File: src/rtl/rx_sequencer.sv
// UART-style serial receiver clocked at OVERSAMPLE x the baud rate.
// Frame: start bit, DATA_BITS data bits LSB first, one stop bit; mid-bit sampling.
// Rx_done / framing_err are single-cycle registered pulses; no backpressure.
module rx_sequencer #(
  parameter int OVERSAMPLE = 16,
  parameter int DATA_BITS  = 8
) (
  input  logic                         Bclkx16_,
  input  logic                         reset,
  input  logic                         RxD,
  output logic [0:DATA_BITS-1]         data,
  output logic                         Rx_done,
  output logic                         framing_err,
  output logic                         rx_busy,
  output logic [$clog2(DATA_BITS)-1:0] bit_cnt
);

  localparam int TW = $clog2(OVERSAMPLE);
  localparam int CW = $clog2(DATA_BITS);

  // START checks the line half a bit after the falling edge; DATA/STOP
  // sample on the last tick, which lands in the middle of each bit because
  // the DATA bit windows begin at the middle of the start bit.
  localparam logic [TW-1:0] TICK_MID  = TW'(OVERSAMPLE / 2 - 1);
  localparam logic [TW-1:0] TICK_LAST = TW'(OVERSAMPLE - 1);
  localparam logic [CW-1:0] BIT_LAST  = CW'(DATA_BITS - 1);

  typedef enum logic [1:0] {
    IDLE  = 2'd0,
    START = 2'd1,
    DATA  = 2'd2,
    STOP  = 2'd3
  } state_t;

  state_t                 state;
  state_t                 state_nxt;
  logic [1:0]             sync_q;
  logic                   rxs;
  logic [TW-1:0]          tick;
  logic                   tick_last;
  logic [DATA_BITS-1:0]   shift_q;
  logic                   shift_en;
  logic                   bit_inc;
  logic                   bit_clr;
  logic                   stop_eval;

  // Two-flop synchronizer; resets to the idle (high) line level.
  always_ff @(posedge Bclkx16_ or posedge reset) begin
    if (reset) begin
      sync_q <= 2'b11;
    end else begin
      sync_q <= {sync_q[0], RxD};
    end
  end

  assign rxs       = sync_q[1];
  assign tick_last = (tick == TICK_LAST);

  // State register.
  always_ff @(posedge Bclkx16_ or posedge reset) begin
    if (reset) begin
      state <= IDLE;
    end else begin
      state <= state_nxt;
    end
  end

  // Next-state logic: start detect, glitch reject, bit walk, stop check.
  always_comb begin
    state_nxt = state;
    case (state)
      IDLE: begin
        if (!rxs) state_nxt = START;
      end
      START: begin
        if (tick == TICK_MID) state_nxt = rxs ? IDLE : DATA;
      end
      DATA: begin
        if (tick_last && (bit_cnt == BIT_LAST)) state_nxt = STOP;
      end
      STOP: begin
        if (tick_last) state_nxt = IDLE;
      end
      default: state_nxt = IDLE;
    endcase
  end

  // Output/control decode from the current state.
  always_comb begin
    rx_busy   = (state != IDLE);
    shift_en  = (state == DATA) && tick_last;
    bit_inc   = shift_en && (bit_cnt != BIT_LAST);
    bit_clr   = (state == START) && (state_nxt == DATA);
    stop_eval = (state == STOP) && tick_last;
  end

  // Tick counter: restarts on every state change, idles at zero in IDLE,
  // and wraps naturally every bit period inside DATA.
  always_ff @(posedge Bclkx16_ or posedge reset) begin
    if (reset) begin
      tick <= '0;
    end else if (state_nxt != state) begin
      tick <= '0;
    end else if (state != IDLE) begin
      tick <= tick + 1'b1;
    end
  end

  // Bit index of the data bit currently being received.
  always_ff @(posedge Bclkx16_ or posedge reset) begin
    if (reset) begin
      bit_cnt <= '0;
    end else if (bit_clr) begin
      bit_cnt <= '0;
    end else if (bit_inc) begin
      bit_cnt <= bit_cnt + 1'b1;
    end
  end

  // Shift register: first received bit ends up in bit 0 after a full frame.
  always_ff @(posedge Bclkx16_ or posedge reset) begin
    if (reset) begin
      shift_q <= '0;
    end else if (shift_en) begin
      shift_q <= {rxs, shift_q[DATA_BITS-1:1]};
    end
  end

  // Stop-bit verdict: publish the byte with Rx_done, or flag framing_err.
  always_ff @(posedge Bclkx16_ or posedge reset) begin
    if (reset) begin
      data        <= '0;
      Rx_done     <= 1'b0;
      framing_err <= 1'b0;
    end else begin
      Rx_done     <= stop_eval && rxs;
      framing_err <= stop_eval && !rxs;
      if (stop_eval && rxs) begin
        data <= shift_q;
      end
    end
  end

endmodule

File: config.mk
export PLATFORM = sky130hd
export DESIGN_NAME = rx_sequencer
export DESIGN_NICKNAME = d
export VERILOG_FILES = /design/src/rtl/rx_sequencer.sv
export SDC_FILE = /design/constraint.sdc
export NUM_CORES = 1
export LEC_CHECK = 0
export BUFFER_PORTS_ARGS = -buffer_cell sky130_fd_sc_hd__buf_2
export CORE_MARGIN = 2
export CORE_UTILIZATION = 50
export CTS_BUF_LIST = sky130_fd_sc_hd__clkbuf_4
export CTS_CLUSTER_DIAMETER = 50
export DETAILED_ROUTE_END_ITERATION = 8
export GPL_TIMING_DRIVEN = 0
export PLACE_DENSITY = 0.77
export SLEW_MARGIN = 15
export SYNTH_ARGS = -nofsm -noshare
export SYNTH_HDL_FRONTEND = slang
export SYNTH_SLANG_ARGS = --single-unit
File: constraint.sdc
create_clock -name Bclkx16_ -period 1.7 [get_ports Bclkx16_]
set_input_delay 0.085 -clock Bclkx16_ [delete_from_list [all_inputs] [get_ports Bclkx16_]]
set_output_delay 0.085 -clock Bclkx16_ [all_outputs]
set_load 0.005 [all_outputs]
# Word level (Yosys, flattened, before mapping)
# Index checks and enable logic that the tools add are counted.
op_classes:
  add_sub_neg: 2
  n_mul: 0
  div: 0
  magnitude_cmp: 0
  eq_ne: 9
  shifts: 0
  mux: 10
  bitwise_logic: 0
  reduce_logical: 12
op_table:
  columns: ["cell", "n"]
  rows:
  - ["2-bit two-way mux", 5]
  - ["4-bit two-way mux", 2]
  - ["2-bit case mux with 4 select lines", 1]
  - ["1-bit logical AND", 7]
  - ["2-bit equality test, second input constant", 3]
  - ["3-bit two-way mux", 2]
  - ["2-bit nonzero test", 3]
  - ["4-bit by 1-bit adder with 4-bit output, second input constant", 1]
  - ["4-bit by 3-bit equality test with 1-bit output, second input constant", 1]
  - ["4-bit equality test, second input constant", 1]
  - ["3-bit by 1-bit adder with 3-bit output, second input constant", 1]
  - ["3-bit equality test, second input constant", 1]
  - ["3-bit != test, second input constant", 1]
  - ["2-bit by 1-bit equality test with 1-bit output, second input constant", 1]
  - ["2-bit logical NOT", 1]
  - ["2-bit != test", 1]
  - ["1-bit logical NOT", 1]
word_totals:
  ff_bits: 29
  latch_bits: 0
  ram_bits: 0
  romBits: 0
  in_bits: 3
  elab_cells: 41
  n_memories: 0

# Depth between registers and ports, before layout
# Gate-level depths: netlist of the first run.
logic_depth:
  word_depth: 7
  mapped_depth: 6
  mapped_depth_nobuf: 6

# Least setup slack after synthesis of the first run
# OpenSTA, ideal clock, no wires.
synth_timing:
  path_kind: "register to register"
  from: "register tick[0]"
  to: "register data[0] (netlist bit)"
  setup_ns: 0.125
  arrival_time_ns: 1.420
  required_ns: 1.575
  path_slack_ns: 0.155
  stages_incl_launch_ff: 6
  synth_period_minus_slack_ns: 1.545
  path_cell_list: "dfrtp_1 > ha_1 > and2_1 > and3_4 > buf_8 > mux2_4"
synth_via:
  elab_chain_len: 3
synth_rtl:
  columns: ["item", "line_no", "text"]
  rows:
  - ["from (decl)", "39", "logic [TW-1:0] tick;"]
  - ["from (signal assigned)", "105", "tick <= tick + 1'b1;"]
  - ["4-bit equality test", "57", "assign tick_last = (tick == TICK_LAST);"]
  - ["1-bit logical AND", "94", "stop_eval = (state == STOP) && tick_last;"]
  - ["1-bit logical AND", "138", "if (stop_eval && rxs) begin"]
  - ["to (signal assigned)", "139", "data <= shift_q;"]
  - ["to (decl)", "11", "output logic [0:DATA_BITS-1] data,"]
# Every way passes these cells.
# A chain may end at the register's enable or synchronous reset.

# Worst setup path in the final report of the first run
layout_timing:
  from: "register bit_cnt[0]"
  to: "register tick[1]"
layout_via:
  elab_chain_len: 6
  elab_cells_between_ends: 7
layout_rtl:
  columns: ["item", "line_no", "text"]
  rows:
  - ["from (decl)", "15", "output logic [$clog2(DATA_BITS)-1:0] bit_cnt"]
  - ["from (signal assigned)", "116", "bit_cnt <= bit_cnt + 1'b1;"]
  - ["3-bit equality test (*)", "79", "if (tick_last && (bit_cnt == BIT_LAST)) state_nxt = STOP;"]
  - ["1-bit logical AND (*)", "79", null]
  - ["2-bit two-way mux (*)", "79", null]
  - ["2-bit case mux with 4 select lines (*)", "71", "case (state)"]
  - ["2-bit != test (*)", "102", "end else if (state_nxt != state) begin"]
  - ["4-bit two-way mux or 2-bit nonzero test (tied branches)", null, null]
# Every way passes the cells marked *; elsewhere a longest branch is shown, timed or not.

==> impl_metrics.ini, run 1 <==
[worst_setup_path]
path_max_fanout = 4
required_ps = 1930
arrival_ps = 1810
cp_cell_sequence = ha_1 > ha_1 > inv_1 > nor3_1 > o31a_1 > o31ai_2
cpMostUsedCell = ha_1
path_buf_inv = 1
worstSetupPathType = reg2reg
cp.depth = 6
crit_path_end_kind = flip-flop
reg2reg_depth = 6
cp-start-kind = flip-flop
worst_path_largest_cell_delay_ps = 410
critPathTopFamily = compound AO/OA/AOI/OAI gates
crit_slowest_cell = dfrtp_1

[pwr]
total_power_uw = 1775
leakage_uw = 0.0007810
cellPowerDensity_mw_per_mm2 = 1135
irDropWorstVdd_mv = 0.6809

[die]
rows = 18
die_h_um = 55.87
die_x_um = 55.87
die-area_mm2 = 0.003121
core-area_mm2 = 0.002522
ios = 17
start_util_pct = 53.32

[sta]
period_minus_slack_ps = 1584
fmax_ghz = 0.6312
slew_violations = 0
hold_violations = 0
rsz0062_at_grt = no
setup_tns_ps = 0
skew_ps = 12.47
period_share_pct = 93.19
tightest_slew_ps = 981.7
relSlewSlack_pct = 34.15
setup_viol_count_final = 0

[drt]
first_pass_iters = 4
drtAntennaViolNets = 0
wl_mm = 2.052
wl_per_cell_um = 12.99
initialDrtViolationCount = 26
drc_errors = 0
vias = 845
vias_per_cell = 5.348

[global_routing]
first_global_vias = 791
grt_pass1_wl_mm = 3.581
track_usage_pct = 14.83
grt_max_degree = 30
antenna_found_initial = 0
grt_remaining_overflow = 0

[status]
status = complete, no violations

[placed_design]
place_hpwl_mm = 1.426
numPortBuffers = 16
dpl_cell_area_mm2 = 0.001463
gp_congestion = 0.6851

[clocking]
clkLatencyLatePin_ps = 320
htreeDepth = 2
clkSlewWorstSetupHoldPaths_ps = 90
cts_tree = done
cts_sinks = 29
cts-root-buf = clkbuf_4
cts_buffers = 5
cts.path.max_buffers = 2

[logic_synthesis]
yosys_warnings = 0
synthTopCellsByArea = dfrtp_1 50%, mux2_4 8.9%, mux2_2 6.7%
synth_cell_types = 30
synth_area_mm2 = 0.001345
async_reset_ff_share_pct = 100.0
synthCells = 101
ys.flop_type = dfrtp_1
synth_top_cell_by_area = dfrtp_1
ys_seq_area_share_pct = 54.14
avgSynthCellArea_um2 = 13.32
ys_ff_latch = 29
synth-edff-count = 0
synth_top_cell_area_share_pct = 50.23
syn-num-nets = 107

[finish]
post-route-util_pct = 62.00
fillers = 204
fin_nets = 133
drive_above_1_share_pct = 45.31
diodes = 0
final_area_mm2 = 0.001564
syn2layout_area_growth_pct = 16.28

[job]
drv_cap = 0

[worst_hold_path]
worstHoldPathType = reg2reg
hold_depth = 0
flip-flops by register name (all words and copies together), names as in the netlist:
register	flops
data	8
shift_q	8
tick	4
bit_cnt	3
state	2
sync_q	2
Rx_done	1
framing_err	1
per-stage QoR:
step                      hold slack (ps)  setup slack, ps  std cells
after floorplan                     89.48            154.7        101
after global placement              190.3            79.80        147
after detailed placement            191.2            32.88        147
after CTS                           39.54            4.406        156
after global routing                370.3            6.176        158
final                               357.8            115.7        158
cells by family (layout without fill, tap and decap cells):
family          after synthesis  in the layout  synth area share (%)
flops                        29             29                 54.14
simple gates                 27             27                 13.02
mux                          18             18                 17.12
compound gates               10             10                 5.023
buf+inv                      10             37                 5.302
xor+xnor                      4              4                 2.605
fa+ha+maj                     3              3                 2.791
worst paths after layout:
check                                       startpoint  slack [ps]                endpoint
worst max-delay path            bit_cnt[0]$_DFFE_PP0P_         120     tick[1]$_DFFE_PP0P_
worst min-delay path               sync_q[0]$_DFF_PP1_         360     sync_q[1]$_DFF_PP1_
worst max register to register  bit_cnt[0]$_DFFE_PP0P_         120     tick[1]$_DFFE_PP0P_
worst min register to register     sync_q[0]$_DFF_PP1_         360     sync_q[1]$_DFF_PP1_
max in group asynchronous                        reset         840  shift_q[2]$_DFFE_PP0P_
min in group asynchronous                        reset         410     data[5]$_DFFE_PP0P_
layout by cell type (no fill, tap or decap), types with 2 or more instances in the layout:
master         synthesis  layout
xor2_1                 3       3
and3_4                 2       2
mux2_2                 8       8
dfstp_2                2       2
buf_4                  0       2
inv_1                  5       4
dlygate4sd3_1          0       2
nand3_1                2       2
buf_6                  3       3
mux2_4                 8       8
nor3_1                 2       2
nand2_1                4       4
dfrtp_1               27      27
mux2i_1                2       2
clkbuf_4               0       5
ha_1                   3       2
buf_2                  0      16
o21ai_0                3       3
o31ai_2                0       2
nor2_1                 9       9
clkinv_2               0       2
final cells by class:
cell class / count / area, um2 / share of cell area, %
clock buffer: 5 / 37.54 / 2.400
buffer: 4 / 48.80 / 3.120
clock inverter: 3 / 17.52 / 1.120
timing repair buffer: 20 / 115.1 / 7.360
sequential: 29 / 728.2 / 46.56
inverter: 5 / 18.77 / 1.200
tap: 30 / 37.54 / 2.400
multi-input combinational: 62 / 560.5 / 35.84
worst register-to-register path: stages (launching register included):
cell	delay [ps]
dfrtp_1	410
ha_1	210
ha_1	220
inv_1	80
nor3_1	50
o31a_1	310
o31ai_2	230
synthesized netlist by cell type (2+ instances only):
cell / number
ha_1: 3
o21ai_0: 3
nand2_1: 4
xor2_1: 3
nand3_1: 2
nor3_1: 2
and2_1: 2
inv_1: 5
mux2i_1: 2
mux2_2: 8
and3_4: 2
mux2_4: 8
buf_6: 3
nor2_1: 9
dfstp_2: 2
o31ai_1: 3
dfrtp_1: 27
where the power goes:
group | switching, uW | internal (uW) | leakage [uW]
sequential | 56.9 | 766 | 0.000386
clock | 241 | 156 | 0.0000310
combinational | 296 | 260 | 0.000364
routing by layer:
layer	vias up	global-route usage [%]	wire length, um
met2	31	23.13	978
met1	406	19.03	924
met4	0	6.122	10
met5	-	0	0
li1	406	-	-
met3	2	4.884	139
timing repair:
item | CTS | global route
hold endpoints to repair | 1 | 27
setup endpoints to repair | 0 | 13
setup buffers | 0 | 2
resized for setup | 0 | 4
hold buffers | 1 | 1
(Power assumes the default switching activity.)
==> run 2, diff against run 1 <==
Settings changed: CORE_MARGIN 2 to unset, SKIP_LAST_GASP set to 1.
==> run 2 against run 1 <==
  * Sequential share of layout area is 0.44 points lower
  * Via count fell by 0.83%
  * Power grew 7.7%
  * Design area is 1.1% higher
  * Count of clock-buffer cells in the layout up 1
  * Non-clock buffer count fell by 1
  * Clock skew fell by 1.1 ps
  * Critical path type unchanged
  * Largest cell class unchanged
==> impl_metrics.ini, run 2 (synthesis results as in run 1) <==
[die]
die-area_mm2 = 0.002901
start_util_pct = 53.80
die_h_um = 53.87
rows = 18
die_x_um = 53.87
core-area_mm2 = 0.002500
ios = 17

[clocking]
cts_buffers = 5
htreeDepth = 2
cts_tree = done
cts-root-buf = clkbuf_4
clkSlewWorstSetupHoldPaths_ps = 100
cts_sinks = 29
clkLatencyLatePin_ps = 330
cts.path.max_buffers = 2

[drt]
drtAntennaViolNets = 0
first_pass_iters = 4
initialDrtViolationCount = 6
drc_errors = 0
vias_per_cell = 5.338
vias = 838
wl_per_cell_um = 13.49
wl_mm = 2.118

[worst_setup_path]
path_max_fanout = 9
cp_cell_sequence = ha_2 > and2_1 > and3_4 > buf_8 > mux2_4
cp-start-kind = flip-flop
required_ps = 1910
crit_slowest_cell = dfrtp_2
worstSetupPathType = reg2reg
crit_path_end_kind = flip-flop
worst_path_largest_cell_delay_ps = 410
arrival_ps = 1830

[sta]
slew_violations = 0
tightest_slew_ps = 582.1
rsz0062_at_grt = no
fin_ws_ps = 81.87
fmax_ghz = 0.6180
skew_ps = 11.35
setup_viol_count_final = 0
setup_tns_ps = 0
relSlewSlack_pct = 61.14
hold_violations = 0
period_share_pct = 95.18
period_minus_slack_ps = 1618

[pwr]
irDropWorstVdd_mv = 0.9969
cellPowerDensity_mw_per_mm2 = 1209
leakage_uw = 0.0007855

[global_routing]
first_global_vias = 806
grt_pass1_wl_mm = 3.594
grt_max_degree = 30
track_usage_pct = 18.76
antenna_found_initial = 0
grt_remaining_overflow = 0

[worst_hold_path]
worstHoldPathType = in2async

[finish]
drive_above_1_share_pct = 45.67
layout_common_cells = 26 x dfrtp_1, 16 x buf_2, 9 x nor2_1
syn2layout_area_growth_pct = 17.58
largestRegisters = data (8), shift_q (8), tick (4)
fin_nets = 132
post-route-util_pct = 63.26
mostFrequentLayoutCell = dfrtp_1
diodes = 0
stdcell_count = 157

[placed_design]
dpl_worst_slack_ps = 35.96
place_hpwl_mm = 1.449
gp_congestion = 0.7107
dp.cells = 147
numPortBuffers = 16

[job]
drv_cap = 0

[status]
status = complete, no violations
[run 2: cell type report]
type	count	area (um2)
clock inverters	2	33.78
well taps	30	37.54
clock buffers	6	45.04
repair buffers	19	107.6
multi-input cells	62	560.5
flip-flops and latches	29	729.5
inverters	5	18.77
fillers	189	918.4
plain buffers	4	48.80
[run 2: critical path: cells and delay by family (launching register included)]
family / cells / cell delay, ps
fa+ha+maj: 1 / 240
simple gates: 2 / 410
mux: 1 / 300
flops: 1 / 410
buf+inv: 1 / 140
[run 2: layer usage]
metal | track usage [%] | wire, um | share of wire (%) | up-vias
li1 | - | - | - | 399
met1 | 21.68 | 977 | 46 | 409
met2 | 28.60 | 974 | 46 | 24
met3 | 9.322 | 123 | 5.8 | 6
met4 | 9.211 | 42 | 2.0 | 0
met5 | 0 | 0 | 0 | -
[run 2: timing repair]
action / CTS / global route
hold endpoints to repair: 1 / 27
gates resized for setup: 0 / 5
setup buffers: 0 / 1
endpoints found under the setup margin: 0 / 13
hold buffers: 1 / 1
[run 2: per-stage QoR]
| stage | power, uW | cell area (um2) | hold WS [ps] |
|---|---|---|---|
| floorplan | 1225 | 1345 | 89.48 |
| global placement | 1289 | 1463 | 189.8 |
| detailed placement | 1317 | 1463 | 191.3 |
| CTS | 1885 | 1551 | 34.87 |
| global route | 2047 | 1582 | 371.5 |
| finish | 1912 | 1582 | 356.2 |
[run 2: report_power, final]
group          switching (uW)  leakage (uW)  total (uW)  internal [uW]
registers                62.5      0.000385         830            768
clock network             240     0.0000433         562            322
logic                     282      0.000357         519            238
total                     584      0.000785        1910           1330
[run 2: path summary, 6_finish.rpt]
kind	startpoint	to	slack, ps	cells after the start
worst max-delay path	tick[0]$_DFFE_PP0P_	data[6]$_DFFE_PP0P_	80	5
worst min-delay path	reset	data[7]$_DFFE_PP0P_	360	3
worst max register to register	tick[0]$_DFFE_PP0P_	data[6]$_DFFE_PP0P_	80	5
worst min register to register	sync_q[0]$_DFF_PP1_	sync_q[1]$_DFF_PP1_	360	0
max in group asynchronous	reset	tick[0]$_DFFE_PP0P_	920	3
min in group Bclkx16_	sync_q[0]$_DFF_PP1_	sync_q[1]$_DFF_PP1_	360	0
==> run 3, diff against run 2 <==
==> constraint.sdc (replaced) <==
create_clock -name Bclkx16_ -period 1.7 [get_ports Bclkx16_]
set_input_delay 0.085 -clock Bclkx16_ [delete_from_list [all_inputs] [get_ports Bclkx16_]]
set_output_delay 0.085 -clock Bclkx16_ [all_outputs]
set_load 0.1 [all_outputs]
==> run 3 against run 2 <==
  * Global-route usage decreased by 1.9 points
  * Fmax shrank 2.4%
  * Count of clock-buffer cells in the layout unchanged
  * Cell count decreased by 0.64%
  * Hold slack better by 8.9 ps
  * First-iteration DRC count down 50%
  * Sequential power about the same
  * Critical endpoint is now tick[0]$_DFFE_PP0P_
  * Routed wire length decreased by 2.4%
==> impl_metrics.ini, run 3 (synthesis results as in run 1) <==
[die]
die_x_um = 53.87
ios = 17
die_h_um = 53.87
rows = 18
start_util_pct = 53.80
die-area_mm2 = 0.002901
core-area_mm2 = 0.002500

[sta]
setup_viol_count_final = 0
setup_tns_ps = 0
period_share_pct = 97.51
tightest_slew_ps = 987.7
skew_ps = 11.73
slew_violations = 0
period_minus_slack_ps = 1658
rsz0062_at_grt = no
fmax_ghz = 0.6033
hold_violations = 0
fin_ws_ps = 42.36
relSlewSlack_pct = 33.75

[clocking]
cts.path.max_buffers = 2
htreeDepth = 2
cts_buffers = 5
clkLatencyLatePin_ps = 320
clkSlewWorstSetupHoldPaths_ps = 90
cts_sinks = 29
cts_setup_buffers = 0
cts-root-buf = clkbuf_4
cts_tree = done

[global_routing]
track_usage_pct = 16.90
antenna_found_initial = 0
first_global_vias = 745
grt_remaining_overflow = 0
grt_max_degree = 30
grt_pass1_wl_mm = 3.332

[worst_setup_path]
worst_path_largest_cell_delay_ps = 510
required_ps = 1910
path_max_fanout = 4
cp_cell_sequence = ha_4 > ha_2 > inv_1 > nor3_1 > o31a_1 > o31ai_1
rr_endpoint = tick[0]$_DFFE_PP0P_
crit_slowest_cell = dfrtp_4
crit_path_end_kind = flip-flop
r2r-start = bit_cnt[1]$_DFFE_PP0P_
worstSetupPathType = reg2reg
reg2reg_depth = 6
reg2reg_setup_slack_ps = 40
arrival_ps = 1870
cp-start-kind = flip-flop

[finish]
drive_above_1_share_pct = 46.03
largestRegisters = data (8), shift_q (8), tick (4)
post-route-util_pct = 62.41
syn2layout_area_growth_pct = 16.00
fin_nets = 131
mostFrequentLayoutCell = dfrtp_1
layout_common_cells = 24 x dfrtp_1, 16 x buf_2, 9 x nor2_1
diodes = 0
final_area_mm2 = 0.001560

[pwr]
total_power_uw = 1792
irDropWorstVdd_mv = 0.8690
cellPowerDensity_mw_per_mm2 = 1149
leakage_uw = 0.0007580

[placed_design]
place_hpwl_mm = 1.430
dpl_cell_area_mm2 = 0.001486
dpl_worst_slack_ps = 34.96
numPortBuffers = 16
gp_congestion = 0.6892

[drt]
initialDrtViolationCount = 3
drtAntennaViolNets = 0
drc_errors = 0
wl_per_cell_um = 13.25
wl_mm = 2.067
vias = 843
first_pass_iters = 3
vias_per_cell = 5.404

[worst_hold_path]
min_to = sync_q[1]$_DFF_PP1_
min_from = sync_q[0]$_DFF_PP1_
worstHoldPathType = reg2reg
hold_depth = 0

[status]
status = complete, no violations

[job]
drv_cap = 0
-- run 3: cell count changes in the layout (fill, tap and decap cells not counted), moves of 2 or more --
| cell | change |
|---|---|
| o31ai_2 | -2 |
| clkinv_2 | +2 |
| dfrtp_1 | -2 |
| o31ai_1 | +2 |
| dfrtp_4 | +2 |
-- run 3: final cells by class --
| cell class | instances | area [um2] |
|---|---|---|
| inverter | 5 | 18.77 |
| clock buffer | 6 | 45.04 |
| clock inverter | 2 | 10.01 |
| sequential | 29 | 737.0 |
| multi-input combinational | 62 | 563.0 |
| tap | 30 | 37.54 |
| fill | 210 | 939.7 |
| buffer | 4 | 48.80 |
| timing repair buffer | 18 | 100.1 |
-- run 3: power by group --
| part | internal [uW] | switching, uW | total [uW] |
|---|---|---|---|
| clock network | 173 | 225 | 398 |
| logic | 217 | 345 | 562 |
| registers | 767 | 64.6 | 832 |
-- run 3: timing repair --
action | in CTS | in global routing
resized for setup | 0 | 1
hold buffers | 1 | 1
endpoints found under the hold margin | 1 | 27
endpoints found under the setup margin | 0 | 13
-- run 3: metal layers --
layer	GRT usage (%)	share of wire [%]
met5	0	0
met1	21.65	47
met2	25.31	49
met4	6.579	0.58
met3	6.780	3.7
-- run 3: critical path: cells and delay by family (launching register included) --
family	cells	cell delay, ps
AO/OA/AOI/OAI	2	570
adder cells (fa/ha/maj)	2	350
buffers and inverters	1	70
flip-flops	1	510
AND/OR/NAND/NOR	1	50
-- run 3: per-stage QoR --
step           instances  hold WS (ps)
2_1_floorplan        101         89.48
3_3_place_gp         147         189.5
3_5_place_dp         147         198.5
4_1_cts              156         39.58
5_1_grt              156         371.4
6_report             156         365.1
-- run 3: worst max path at each step --
stage / end / slack, ps / depth (start not counted) / start
floorplan: tick[0]$_DFFE_PP0P_ / 20 / 6 / bit_cnt[1]$_DFFE_PP0P_
global placement: data[6]$_DFFE_PP0P_ / 80 / 4 / sync_q[1]$_DFF_PP1_
detailed placement: tick[0]$_DFFE_PP0P_ / 30 / 6 / bit_cnt[1]$_DFFE_PP0P_
CTS: data[0]$_DFFE_PP0P_ / 30 / 5 / tick[0]$_DFFE_PP0P_
global route: tick[1]$_DFFE_PP0P_ / 0.06 / 6 / bit_cnt[1]$_DFFE_PP0P_
finish: tick[0]$_DFFE_PP0P_ / 40 / 6 / bit_cnt[1]$_DFFE_PP0P_
